===== src/rtl/imem_loader.sv =====
// imem_loader: byte-stream boot loader for the instruction memory.
// Stream format: N[7:0], N[15:8], then N little-endian 32-bit words (4 bytes each).
// Words are written into memory at BASE_ADDR + 4*i. While loading, cpu_hold keeps
// the core stalled.
// Optional feature macro: IMEM_LOADER_CHECKSUM_EN. When it is defined, one extra
// byte follows the last word. That byte must equal the XOR of all data bytes.
module imem_loader #(
    parameter logic [31:0] BASE_ADDR = 32'h0000_0000,
    parameter int          MAX_WORDS = 1024
) (
    input  logic        clock,
    input  logic        reset,
    input  logic        start,
    input  logic [7:0]  byte_in,
    input  logic        byte_valid,
    output logic        byte_ready,
    output logic [31:0] mem_waddress,
    output logic [31:0] mem_datain,
    output logic        mem_wr,
    output logic        cpu_hold,
    output logic        done,
    output logic        error,
    output logic [15:0] word_count
);

    typedef enum logic [2:0] {
        S_IDLE, S_LEN0, S_LEN1, S_DATA, S_WRITE, S_DONE, S_ERR
`ifdef IMEM_LOADER_CHECKSUM_EN
        , S_CSUM
`endif
    } state_t;

    localparam logic [15:0] MAXW = 16'(MAX_WORDS);

    state_t      state, state_n;
    logic [15:0] n;
    logic [31:0] word;
    logic [1:0]  bidx;
    logic [15:0] len_full;
    logic        xfer;
    logic        restart;
`ifdef IMEM_LOADER_CHECKSUM_EN
    logic [7:0]  csum;
`endif

    // The full length is formed from the latched low byte and the current high byte.
    // This lets LEN1 decide the next state in the same cycle it accepts the byte.
    assign len_full = {byte_in, n[7:0]};
    assign xfer     = byte_valid & byte_ready;
    assign restart  = start & ((state == S_IDLE) | (state == S_DONE) | (state == S_ERR));

    // State register
    always_ff @(posedge clock or negedge reset) begin
        if (!reset) state <= S_IDLE;
        else        state <= state_n;
    end

    // Next-state and Moore outputs
    always_comb begin
        state_n    = state;
        byte_ready = 1'b0;
        case (state)
            S_IDLE, S_DONE, S_ERR: begin
                if (start) state_n = S_LEN0;
            end
            S_LEN0: begin
                byte_ready = 1'b1;
                if (byte_valid) state_n = S_LEN1;
            end
            S_LEN1: begin
                byte_ready = 1'b1;
                if (byte_valid) begin
                    if (len_full == 16'd0)      state_n = S_DONE;
                    else if (len_full > MAXW)   state_n = S_ERR;
                    else                        state_n = S_DATA;
                end
            end
            S_DATA: begin
                byte_ready = 1'b1;
                if (byte_valid && bidx == 2'd3) state_n = S_WRITE;
            end
            S_WRITE: begin
`ifdef IMEM_LOADER_CHECKSUM_EN
                state_n = (word_count + 16'd1 == n) ? S_CSUM : S_DATA;
`else
                state_n = (word_count + 16'd1 == n) ? S_DONE : S_DATA;
`endif
            end
`ifdef IMEM_LOADER_CHECKSUM_EN
            S_CSUM: begin
                byte_ready = 1'b1;
                if (byte_valid) state_n = (byte_in == csum) ? S_DONE : S_ERR;
            end
`endif
            default: state_n = S_IDLE;
        endcase
    end

    // Session datapath: length, byte assembly, word counter and running checksum
    always_ff @(posedge clock or negedge reset) begin
        if (!reset) begin
            n          <= '0;
            word       <= '0;
            bidx       <= '0;
            word_count <= '0;
`ifdef IMEM_LOADER_CHECKSUM_EN
            csum       <= '0;
`endif
        end else if (restart) begin
            n          <= '0;
            bidx       <= '0;
            word_count <= '0;
`ifdef IMEM_LOADER_CHECKSUM_EN
            csum       <= '0;
`endif
        end else begin
            if (xfer && state == S_LEN0) n[7:0]  <= byte_in;
            if (xfer && state == S_LEN1) n[15:8] <= byte_in;
            if (xfer && state == S_DATA) begin
                word[{bidx, 3'b000} +: 8] <= byte_in;
                bidx                      <= bidx + 2'd1;
`ifdef IMEM_LOADER_CHECKSUM_EN
                csum                      <= csum ^ byte_in;
`endif
            end
            if (state == S_WRITE) word_count <= word_count + 16'd1;
        end
    end

    // The address tracks word_count. It equals BASE_ADDR after reset and wraps modulo 2^32.
    assign mem_waddress = BASE_ADDR + {14'd0, word_count, 2'b00};
    assign mem_wr       = (state == S_WRITE);
    assign mem_datain   = (state == S_WRITE) ? word : 32'd0;
    assign cpu_hold     = (state != S_DONE);
    assign done         = (state == S_DONE);
    assign error        = (state == S_ERR);

endmodule


===== config.mk =====
export PLATFORM = sky130hd
export DESIGN_NAME = imem_loader
export DESIGN_NICKNAME = d
export VERILOG_FILES = /design/src/rtl/imem_loader.sv
export SDC_FILE = /design/constraint.sdc
export NUM_CORES = 1
export LEC_CHECK = 0
export ABC_CLOCK_PERIOD_IN_PS = 6070
export CORE_MARGIN = 4
export CORE_UTILIZATION = 45
export DETAILED_ROUTE_END_ITERATION = 16
export GPL_TIMING_DRIVEN = 0
export PLACE_DENSITY = 0.74
export SLEW_MARGIN = 10
export SYNTH_ARGS = -nofsm -noshare
export SYNTH_HDL_FRONTEND = slang
export SYNTH_SLANG_ARGS = --single-unit
export TNS_END_PERCENT = 30

===== constraint.sdc =====
create_clock -name clock -period 6.07 [get_ports clock]
set_input_delay 1.214 -clock clock [delete_from_list [all_inputs] [get_ports clock]]
set_output_delay 1.214 -clock clock [all_outputs]
set_load 0.03 [all_outputs]

==> Word level (Yosys, flattened, before mapping) <==
Index checks and enable logic that the tools add are counted.
Widths: inputs -> output; s select.
{ "op_classes": {"n_addsub": 3, "order_cmp": 1, "n_eq_ne": 13, "shifts": 2, "mux": 18, "bitwise": 5, "n_reduce_logical": 14} }
{ "ops": {"columns": ["op", "n"], "rows": [
  ["$mux 16", 3],
  ["$bwmux 32", 1],
  ["$mux 32", 1],
  ["$shift 8x7->32 const A", 1],
  ["$shiftx 8x7->32", 1],
  ["$mux 3", 7],
  ["$add 16x1->16 const B", 1],
  ["$eq 16x16->1", 1],
  ["$gt 16x11->1 const B", 1],
  ["$logic_not 16->1", 1],
  ["$mux 8", 2],
  ["$pmux 3 s5", 1],
  ["$eq 3x3->1 const B", 3],
  ["$ne 2x2->1 const B", 4],
  ["$reduce_bool 2->1", 4],
  ["$neg 5->7", 1],
  ["$eq 3x2->1 const B", 2],
  ["$reduce_or 3->1", 2],
  ["$logic_and 1x1->1", 4],
  ["$mux 2", 2],
  ["$reduce_and 4->1", 1],
  ["$eq 3x1->1 const B", 1],
  ["$logic_not 3->1", 1],
  ["$ne 3x3->1 const B", 1],
  ["7 further kinds", 9]
]} }
{ "totals": {"regBits": 69, "out_inout_bits": 85} }

==> Logic depth before layout (Yosys ltp) <==
Gate-level depths: netlist of the first run.
{ "logic_depth": {"word_depth": 7, "depth_mapped": 7} }

==> Least setup slack after synthesis of the first run <==
No wires, ideal clock.
{ "synth_path": {"kind": "register to output", "from": "reg state[2]", "to": "out error", "arrival_time_ns": 1.464, "required_ns": 4.856, "path_slack_ns": 3.392, "path_stages_with_launch": 4, "path_buffers": 1, "path_cell_list": "dfrtp_1 > clkbuf_1 > inv_1 > nor3_1"} }
{ "synth_between": {"elab_chain_cells": 1} }
{ "synth_rtl": {"columns": ["element", "line", "text"], "rows": [
  ["from (decl)", "35", "state_t state, state_n;"],
  ["from (signal assigned)", "55", "else state <= state_n;"],
  ["$eq 3x3->1", "136", "assign error = (state == S_ERR);"],
  ["to (decl)", "22", "output logic error,"]
]} }
Every way passes these cells.

==> Final worst setup path of the first run <==
{ "layout_path": {"from": "reg state[2]", "to": "out mem_datain[29]"} }
{ "layout_between": {"elab_chain_cells": 2} }
{ "layout_rtl": {"columns": ["element", "line", "text"], "rows": [
  ["$eq 3x3->1", "133", "assign mem_datain = (state == S_WRITE) ? word : 32'd0;"],
  ["$mux 32", "133", null],
  ["to (decl)", "18", "output logic [31:0] mem_datain,"]
]} }
Every way passes these cells.

==> results of run 1 <==
-- Yosys cell counts (all sizes together) (3+ instances only) --
master   instances
nand2          100
dfrtp           69
o21ai           45
and3            38
buf             35
nor2            33
xnor2           29
clkbuf          23
nand3           14
xor2            11
inv             10
nor3            10
nor4             9
a21oi            7
mux2i            7
ha               6
nand4            5
nor3b            4
a2111oi          3
-- layer usage --
layer | track usage, % | up-vias
met5 | 0 | -
met4 | 7.968 | 0
met3 | 2.977 | 16
met2 | 31.97 | 135
met1 | 28.75 | 1771
li1 | - | 1797
-- state kept, by name, indices dropped and copies added, names as in the netlist --
signal      cells
bidx            2
state           3
n              16
word_count     16
word           32
-- where the power goes --
group	switching [mW]	internal, mW
logic	0.462	0.289
registers	0.0880	0.557
clock network	0.190	0.204
-- cell type report --
| cell class | instances | share of cell area [%] |
|---|---|---|
| clock buffers | 10 | 2.602 |
| well taps | 108 | 2.554 |
| inverters | 11 | 0.7805 |
| plain buffers | 58 | 6.528 |
| flip-flops and latches | 69 | 32.64 |
| repair buffers | 80 | 15.42 |
| multi-input cells | 358 | 38.13 |
| clock inverters | 6 | 1.348 |
-- stage by stage --
stage,cell area [sq um],util [%]
floorplan,4130,-
global placement,5056,57.70
detailed placement,5081,57.98
CTS,5290,60.37
global route,5290,60.37
finish,5290,60.37
-- worst max-delay path, stage by stage (launching register included) --
cell	delay [ps]
sky130_fd_sc_hd__dfrtp_1	470
sky130_fd_sc_hd__clkbuf_1	390
sky130_fd_sc_hd__clkbuf_1	350
sky130_fd_sc_hd__and3_1	240
sky130_fd_sc_hd__clkdlybuf4s50_1	680
-- worst paths after layout --
| check | start | slack, ps | end | cells after the start |
|---|---|---|---|---|
| hold / removal | word[23] | 480 | word[23] | 2 |
| setup / recovery | state[2] | 2380 | mem_datain[29] | 4 |
| max in group asynchronous | reset | 4800 | word[1] | 2 |
| min in group asynchronous | reset | 740 | word_count[7] | 1 |
| hold reg to reg | word[23] | 480 | word[23] | 2 |
| setup reg to reg | word_count[0] | 3480 | state[1] | 7 |
-- logic make-up after synthesis --
| kind of cell | Yosys count | share of synthesized area, % |
|---|---|---|
| DFF | 69 | 42.38 |
| adders and majority gates | 7 | 2.088 |
| xor gates and xnor gates | 40 | 8.784 |
| AOI/OAI and AO/OA | 70 | 10.26 |
| buffers and inverters | 69 | 9.490 |
| other | 1 | 0.09205 |
| muxes | 7 | 1.720 |
| and+or+nand+nor | 218 | 25.18 |
==> reports/qor.txt, run 1 <==
outcome = completed
clock tree from TritonCTS = done
EDFF count, synth = 0
buffers inserted by post-CTS timing repair = 0
post-layout min period = 3694 ps
met3 wire len = 701 microns
commonest non-fill, non-tap cell in the layout = sky130_fd_sc_hd__nand2_1
setup clock skew after layout = 7.578 ps
Critical Path Sink Type = output port
P&R area growth vs syn = 29.85%
Post-Synthesis Cell Area = 4074 sq um
layout cells sized above 1 = 10.14%
peak supply drop = 0.1530 mV
smallest hold slack = 479.3 ps
total number of vias = 3719
Detailed Routing Iterations Pass 1 = 5
number of design-rule violations left by the first detailed-router iteration = 215
Seq. cell area = 1727 sq um
detail-routed net length per standard cell = 15.21 microns
net count reported at finish = 605
Detail Route Antenna Nets = 0
wire length of the first global-routing pass = 17160 microns
overflow left after global routing = 0
metal1 wirelength = 4635 microns
headroom to the max-slew limit = 36.38%
Final period util = 60.85%
clock transition at the registers of the reported paths = 90 ps
required time of the worst setup path = 4860 ps
total CTS buffers = 9
post-layout instance count excluding filler cells = 700
Setup Crit Path Kind = flop to output port
starting density of the core = 46.49%
HPWL reported at the end of detailed placement = 7635 microns
Ys Warns = 0
fill cell total of the finished layout = 770
static leakage power = 2.316 nW
worst-case clock buffer depth = 2
count of buffers inserted at the top-level ports = 79
post-cts gate resize count = 0
top routing layer in use = met4
largest net degree at the start of global routing = 53
endpoints failing setup = 0
sum of internal, switching and leakage power = 1.790 mW
DRC = 0
total clock sinks = 69
core region area = 8763 sq um
number of buffers inserted by hold repair at cts = 0
Max-cap violations = 0
met2 wire length = 5172 microns
antenna cells = 0
number of levels in the clock H-tree = 3
site row count = 34
Slew @ Worst Pin = 952.2 ps
number of unique standard cell types used by synthesis = 44
flip-flop and latch count after synthesis = 69
fraction of the yosys area taken by sequential cells = 42.38%
area occupied by multi-input gates = 2017 sq um
number of endpoints with negative hold slack in the final report = 0
PD cells = 338.3 nW/um^2
Yosys top cell area share = 42.38%
initial antenna violation count = 0
dominant cell type by area after synthesis = sky130_fd_sc_hd__dfrtp_1
Post-synth ARST share = 100.0%
final-report max-slew violation count = 0
via count of the first global-routing pass = 3541
average instance area after synthesis = 8.470 sq um
Die X-Extent = 103.1 microns
per-cell via count in the routed design = 5.313
maximum fanout encountered on the critical timing path = 10
kind of start point of the critical path = flop
wirelength, routed = 10650 microns
worst slack at placement = 2757 ps
timing-limited maximum frequency = 270.7 MHz
Cells after DPL = 684
cell count after synthesis = 481
GP Congestion = 0.8645
endpoint arrival time on the critical path = 2480 ps
Top-Level Pins = 97
commonest cells after routing, fill and taps aside = 100 x sky130_fd_sc_hd__nand2_1, 78 x sky130_fd_sc_hd__clkdlybuf4s50_1, 69 x sky130_fd_sc_hd__dfrtp_1, 45 x sky130_fd_sc_hd__o21ai_0, 37 x sky130_fd_sc_hd__and3_1
unrepaired setup endpoints after global routing = no
GRT Util Overall = 20.47%
area enclosed by the die boundary = 10640 sq um
commonest register cell after synthesis = sky130_fd_sc_hd__dfrtp_1
latest clock arrival within the worst-skew pair = 350 ps
worst setup margin = 2376 ps
root cell of the clock tree = sky130_fd_sc_hd__clkbuf_8
leading post-synthesis cells by cell area = sky130_fd_sc_hd__dfrtp_1 42%, sky130_fd_sc_hd__nand2_1 9.2%, sky130_fd_sc_hd__buf_4 6.1%
type of the tightest min-delay check = flop to flop
aggregate negative setup slack = 0 ps
Die Ht = 103.1 microns
No activity file was read; power rests on OpenSTA's default activity.
==> inputs of run 2 (changes only) <==
--- a/config.mk
+++ b/config.mk
@@ -5,7 +5,7 @@
 export SDC_FILE = /design/constraint.sdc
 export NUM_CORES = 1
 export LEC_CHECK = 0
-export ABC_CLOCK_PERIOD_IN_PS = 6070
+export ABC_CLOCK_PERIOD_IN_PS = 3740
 export CORE_MARGIN = 4
 export CORE_UTILIZATION = 45
 export DETAILED_ROUTE_END_ITERATION = 16
==> constraint.sdc (replaced) <==
create_clock -name clock -period 3.74 [get_ports clock]
set_input_delay 0.748 -clock clock [delete_from_list [all_inputs] [get_ports clock]]
set_output_delay 0.748 -clock clock [all_outputs]
set_load 0.03 [all_outputs]
==> results of run 2 <==
Same layout as run 1 (identical final DEF). Status: completed.
Main changes from that run: setup slack after placement 2757 ps -> 893.2 ps; clock-pin slew on the worst setup and hold paths 90 ps -> 80 ps; setup slack after layout 2376 ps -> 512.2 ps; hold slack 479.3 ps -> 272.1 ps; register-to-register setup slack 3480 ps -> 1150 ps; total power 1.790 mW -> 2.905 mW; worst IR drop on VDD 0.1530 mV -> 0.2483 mV
